===== config.mk =====
export PLATFORM = sky130hd
export DESIGN_NAME = audio_band_splitter
export DESIGN_NICKNAME = d
export VERILOG_FILES = /design/src/rtl/audio_band_splitter.sv
export SDC_FILE = /design/constraint.sdc
export NUM_CORES = 1
export LEC_CHECK = 0
export BUFFER_PORTS_ARGS = -buffer_cell sky130_fd_sc_hd__clkbuf_2
export CORE_ASPECT_RATIO = 0.6
export CORE_MARGIN = 2
export CORE_UTILIZATION = 37
export DETAILED_ROUTE_END_ITERATION = 7
export MAX_ROUTING_LAYER = met4
export PLACE_DENSITY_LB_ADDON = 0.15
export RECOVER_POWER = 100
export REMOVE_ABC_BUFFERS = 1
export SLEW_MARGIN = 5
export SYNTH_ARGS = -nofsm -noshare
export SYNTH_HDL_FRONTEND = slang
export SYNTH_SLANG_ARGS = --single-unit
export TNS_END_PERCENT = 10

===== constraint.sdc =====
create_clock -name clk -period 8.85 [get_ports clk]
set_clock_uncertainty 0.05 [all_clocks]
set_input_delay 0.4425 -clock clk [delete_from_list [all_inputs] [get_ports clk]]
set_output_delay 0.4425 -clock clk [all_outputs]
set_load 0.01 [all_outputs]

===== src/rtl/audio_band_splitter.sv =====
// audio_band_splitter: three-band crossover built from two shift-based first-order IIR low-passes.
// Optional macro BAND_SPLIT_SAT_EN clamps band outputs instead of wrapping them.
module audio_band_splitter #(
  parameter int K_LOW = 6,
  parameter int K_HIGH = 2,
  parameter int FRAC = 8
) (
  input  logic        clk,
  input  logic        rst,
  input  logic        sample_valid,
  input  logic [15:0] audio_in,
  input  logic        overrun_clr,
  output logic [15:0] audio_low,
  output logic [15:0] audio_mid,
  output logic [15:0] audio_high,
  output logic        out_valid,
  output logic        busy,
  output logic        overrun
);
  localparam int W = 16 + FRAC;
`ifdef BAND_SPLIT_SAT_EN
  localparam bit SAT = 1'b1;
`else
  localparam bit SAT = 1'b0;
`endif
  typedef enum logic [1:0] {IDLE, LOW, HIGH, OUT} state_t;
  state_t state;
  logic signed [15:0] x;
  logic signed [W-1:0] yl, yh, xe, yh_n;
  logic signed [W:0] dl, dh;
  logic signed [16:0] l, h, mid_w, high_w;
  function automatic logic [15:0] reduce(input logic signed [16:0] r);
    return (SAT && (r[16] != r[15])) ? {r[16], {15{~r[16]}}} : r[15:0];
  endfunction
  assign xe = {x, {FRAC{1'b0}}};
  assign dl = {xe[W-1], xe} - {yl[W-1], yl};
  assign dh = {xe[W-1], xe} - {yh[W-1], yh};
  assign yh_n = yh + W'(dh >>> K_HIGH);
  // yl is already updated in LOW; the high crossover is folded into the output register load
  assign l = 17'(yl >>> FRAC);
  assign h = 17'(yh_n >>> FRAC);
  assign mid_w = h - l;
  assign high_w = {x[15], x} - h;
  assign busy = state != IDLE;
  always_ff @(posedge clk) begin
    if (rst) begin
      state <= IDLE;
      x <= '0;
      yl <= '0;
      yh <= '0;
      audio_low <= '0;
      audio_mid <= '0;
      audio_high <= '0;
      out_valid <= 1'b0;
      overrun <= 1'b0;
    end else begin
      out_valid <= 1'b0;
      overrun <= (sample_valid && state != IDLE) ? 1'b1 : overrun_clr ? 1'b0 : overrun;
      case (state)
        IDLE: if (sample_valid) begin
          x <= audio_in;
          state <= LOW;
        end
        LOW: begin
          yl <= yl + W'(dl >>> K_LOW);
          state <= HIGH;
        end
        HIGH: begin
          yh <= yh_n;
          audio_low <= reduce(l);
          audio_mid <= reduce(mid_w);
          audio_high <= reduce(high_w);
          out_valid <= 1'b1;
          state <= OUT;
        end
        default: state <= IDLE;
      endcase
    end
  end
endmodule

== Yosys cells after proc, flatten, opt, wreduce, memory -nomap -nowiden ==
Index checks and enable logic that the tools add are counted.

* Register bits after elaboration: 116
* Bits of input ports: 20
* Output and inout port bits: 51
* Word-level logic and storage cells: 28

* $add $sub $neg: 6
* Equality and inequality tests: 3
* Muxes and demuxes: 5
* Reductions and logical operators: 5

{| class="wikitable"
|+ Operators by type and width
! operator !! number
|-
| $sub A24 B24 Y25 || 2
|-
| $sub A16 B16 Y16 || 2
|-
| $add A24 B19 Y24 || 1
|-
| $add A24 B23 Y24 || 1
|-
| $pmux W2 S3 || 1
|-
| $reduce_bool A2 Y1 || 2
|-
| $mux W1 || 3
|-
| $eq A2 B1 Y1 const B || 1
|-
| $eq A2 B2 Y1 const B || 1
|-
| $logic_not A2 Y1 || 1
|-
| $mux W2 || 1
|-
| $ne A2 B2 Y1 const B || 1
|-
| $reduce_and A2 Y1 || 1
|-
| $logic_and A1 B1 Y1 || 1
|}

== Logic depth before layout (Yosys ltp) ==
* Depth after elaboration: 3
* Gate-level depth with buffers: 27
* Mapped depth without buffers: 27

== Worst setup path after synthesis ==
No wires, ideal clock.

* Path kind: register to register
* From: reg yh[1]
* To: reg audio_high[15]
* Library setup time: 0.091 ns
* Data arrival time: 5.543 ns
* Required time: 8.709 ns
* Setup slack: 3.166 ns
* Stages on the path, launching flop included: 26
* Path buffers: 0
* Clock period less this slack: 5.684 ns
* Cells stage by stage: dfxtp_1 > nor4_1 > nand2b_1 > nor2b_1 > a21oi_1 > nor2b_1 > nor2_1 > xnor2_1 > ha_1 > and3_1 > and3_4 > a211oi_1 > xnor2_1 > inv_1 > ha_1 > nor2b_1 > o21ai_0 > a21boi_0 > o211ai_1 > o2111ai_1 > maj3_1 > a211oi_1 > nor4_1 > a2111oi_0 > o21ai_0 > a311oi_1

* Word-level cells in the longest chain between the ends: 3

{| class="wikitable"
|+ RTL lines
! element !! line !! text
|-
| start, declared || 29 || <nowiki>logic signed [W-1:0] yl, yh, xe, yh_n;</nowiki>
|-
| start signal, assigned || 69 || <nowiki>yh <= yh_n;</nowiki>
|-
| $sub A24 B24 Y25 || 37 || <nowiki>assign dh = {xe[W-1], xe} - {yh[W-1], yh};</nowiki>
|-
| $add A24 B23 Y24 * || 38 || <nowiki>assign yh_n = yh + W'(dh >>> K_HIGH);</nowiki>
|-
| named net yh_n[9] || 29 ||
|-
| $sub A16 B16 Y16 * || 43 || <nowiki>assign high_w = {x[15], x} - h;</nowiki>
|-
| end signal, assigned || 72 || <nowiki>audio_high <= reduce(high_w);</nowiki>
|-
| end, declared || 15 || <nowiki>output logic [15:0] audio_high,</nowiki>
|}

The timed path passes the listed nets; every way through them passes the cells marked *.
A chain may end at the register's enable or synchronous reset.

== Worst setup path in the final report ==
Ends and elaborated chain as after synthesis.

==> reports/qor.yml <==
drc: 0
placementRows: 44
cts_buffers: 17
ios: 71
htreeDepth: 4
clock-sinks: 116
dieArea_mm2: 0.02641
final_area_mm2: 0.01045
die_x_um: 208.5
wl_mm: 24.36
grt_pass1_vias: 7394
synthToLayoutAreaGrowth_pct: 12.55
cp.required_ps: 8890
crit_fanout: 7
finalHoldViolations: 0
drt_pass1_iterations: 5
tightest_slew_ps: 4277
setup_tns_ps: 0
grt-ovfl-total: 0
yosysSeqAreaShare_pct: 25.02
first_iter_violations: 602
dpl_cell_area_mm2: 0.009931
antenna_found_initial: 0
ff2ff_setup_slack_ps: 2050
clock_path_buffers: 2
place_congestion: 0.8673
post_cts_buffers: 0
async_flop_share_pct: 0
grt_setup_unrepaired: "false"
drive_gt1_share_pct: 6.348
core-area_mm2: 0.02439
outcome: "finished with violations"
yosysWarnings: 0
synth_cells: 1142
avgRoutedWirePerCell_um: 15.87
ys_types: 83
synth_top_area_share_pct: 25.02
synth.largest_area_cell: "dfxtp_1"
grt_usage_pct: 19.66
netlist_area_mm2: 0.009283
crit_type: "reg -> reg"
setup_violations: 0
clk_latency_ps: 450
cts_tree: "done"
violations: "capacitance limit, slew limit"
min_path_type: "in -> reg"
place_hpwl_mm: 18.62
grt_max_degree: 68
synth_edf_count: 0
drv_cap: 4
via_per_inst: 5.242
port_buffers: 70
holdBufCountCts: 0
fmax_mhz: 147.0
start_kind: "flop"
crit_arrival_ps: 6850
synth_area_leaders: "dfxtp_1, ha_1, nor2_1"
finalCritPeriodShare_pct: 76.86
rr_worst_depth: 23
whs_path_depth: 3
clockRootBuffer: "clkbuf_16"
die_y_um: 126.7
vias: 8046
start_util_pct: 38.06
cts_resized: 0
slew_violations: 204
max_slew_margin_pct: -185.2
antenna_left: 0
path_clk_slew_ps: 60
critPathCaptureType: "flop"
synth_area_per_cell_um2: 8.128
ys.flop_type: "dfxtp_1"
ys_seq_elements: 116
grt_pass1_wl_mm: 39.64
diodes: 0
fin_nets: 1332
min_period_ps: 6802
metrics by stage:
stage	worst slack (ps)	hold slack (ps)	utilization (%)	instances
after global routing	1373	169.2	42.84	1535
after floorplan	3135	414.3	-	1106
after global placement	2475	401.9	40.72	1504
final	2048	168.7	42.84	1535
after detailed placement	2339	406.1	40.72	1504
after CTS	2264	149.0	43.42	1535
cells in the mapped netlist, types with 4 or more instances:
cell type	n
nor2_1	156
dfxtp_1	116
ha_1	107
a21oi_1	90
inv_1	84
nand2_1	73
xnor2_1	65
mux2i_1	58
o21ai_0	31
a21o_1	29
clkbuf_1	29
a211oi_1	28
nor3_1	26
xor2_1	22
nor2b_1	19
nand3_1	18
o21bai_1	14
and3_1	12
nand2b_1	10
o21a_1	9
a31oi_1	8
o211ai_1	6
nand4_1	5
or2_2	5
a2111oi_0	4
a211o_1	4
a311oi_1	4
and2_1	4
fa_1	4
nand3b_1	4
nor4_1	4
o21ai_1	4
o31ai_1	4
or3_1	4
final cells by class:
| type | instances | area [um^2] |
|---|---|---|
| flip-flops and latches | 116 | 2322 |
| inverters | 84 | 315.3 |
| fillers | 2474 | 13940 |
| repair buffers | 76 | 319.1 |
| clock buffers | 22 | 484.2 |
| well taps | 322 | 402.9 |
| clock inverters | 9 | 173.9 |
| multi-input cells | 906 | 6430 |
placed cells by master (no fill, tap or decap), types with 10 or more instances in the layout:
cell type  Yosys  final
a211oi_1      28     30
o21ai_0       31     34
a21o_1        29     29
clkbuf_16      0     17
ha_1         107    106
o21bai_1      14     14
nor3_1        26     26
nand3_1       18     18
clkbuf_1      29     56
dfxtp_1      116    116
xor2_1        22     22
nand2b_1      10     10
nor2_1       156    157
nand2_1       73     73
nor2b_1       19     19
a21oi_1       90     90
clkbuf_2       0     18
xnor2_1       65     65
and3_1        12     13
inv_1         84     84
mux2i_1       58     58
sequential cells by signal, indices dropped and copies added (netlist names):
| name | flops |
|---|---|
| overrun | 1 |
| x | 16 |
| audio_high | 16 |
| yh | 24 |
| out_valid | 1 |
| audio_mid | 16 |
| audio_low | 16 |
| yl | 24 |
| state | 2 |
cells by family (layout without fill, tap and decap cells):
group / count (synthesis) / after routing / share of synthesized area [%]
AOI/OAI and AO/OA: 278 / 278 / 20.49
xor gates and xnor gates: 88 / 88 / 8.451
adders and majority gates: 114 / 114 / 15.61
buffers and inverters: 120 / 191 / 5.203
DFF: 116 / 116 / 25.02
muxes: 60 / 60 / 6.497
and+or+nand+nor: 366 / 366 / 18.74
critical path, cell delays in order (launching register included):
cell and delay, ps:
dfxtp_1 370, nor4_1 580, nand2b_1 230, nor2b_1 220
a21oi_1 120, nor2b_1 110, nor2_1 50, xnor2_1 120
ha_1 390, nand3_1 120, o311ai_0 840, a21oi_1 190
xnor2_1 420, inv_1 90, ha_1 230, or3_1 370
o211ai_1 220, o2111ai_1 220, maj3_1 430, a211oi_1 280
nor4_1 100, a2111oi_0 410, or3_1 190, a311oi_1 90
per-layer routing:
layer  vias to the layer above  share of wire (%)  track usage, %
li1                       4175                  -               -
met1                      3700                 57           30.05
met2                       153                 37           25.12
met3                        18                4.3           3.862
met4                         0                1.2           6.052
met5                         -                  0               -
path summary, 6_finish.rpt:
check	from	end
hold reg to reg	audio_high[9]	audio_high[9]
hold / removal	audio_in[14]	x[14]
setup / recovery	yh[1]	audio_high[15]
setup reg to reg	yh[1]	audio_high[15]
Power is left out: the tool's default activity adds up to more than one toggle a clock period on the data nets, which glitch-free logic cannot reach.
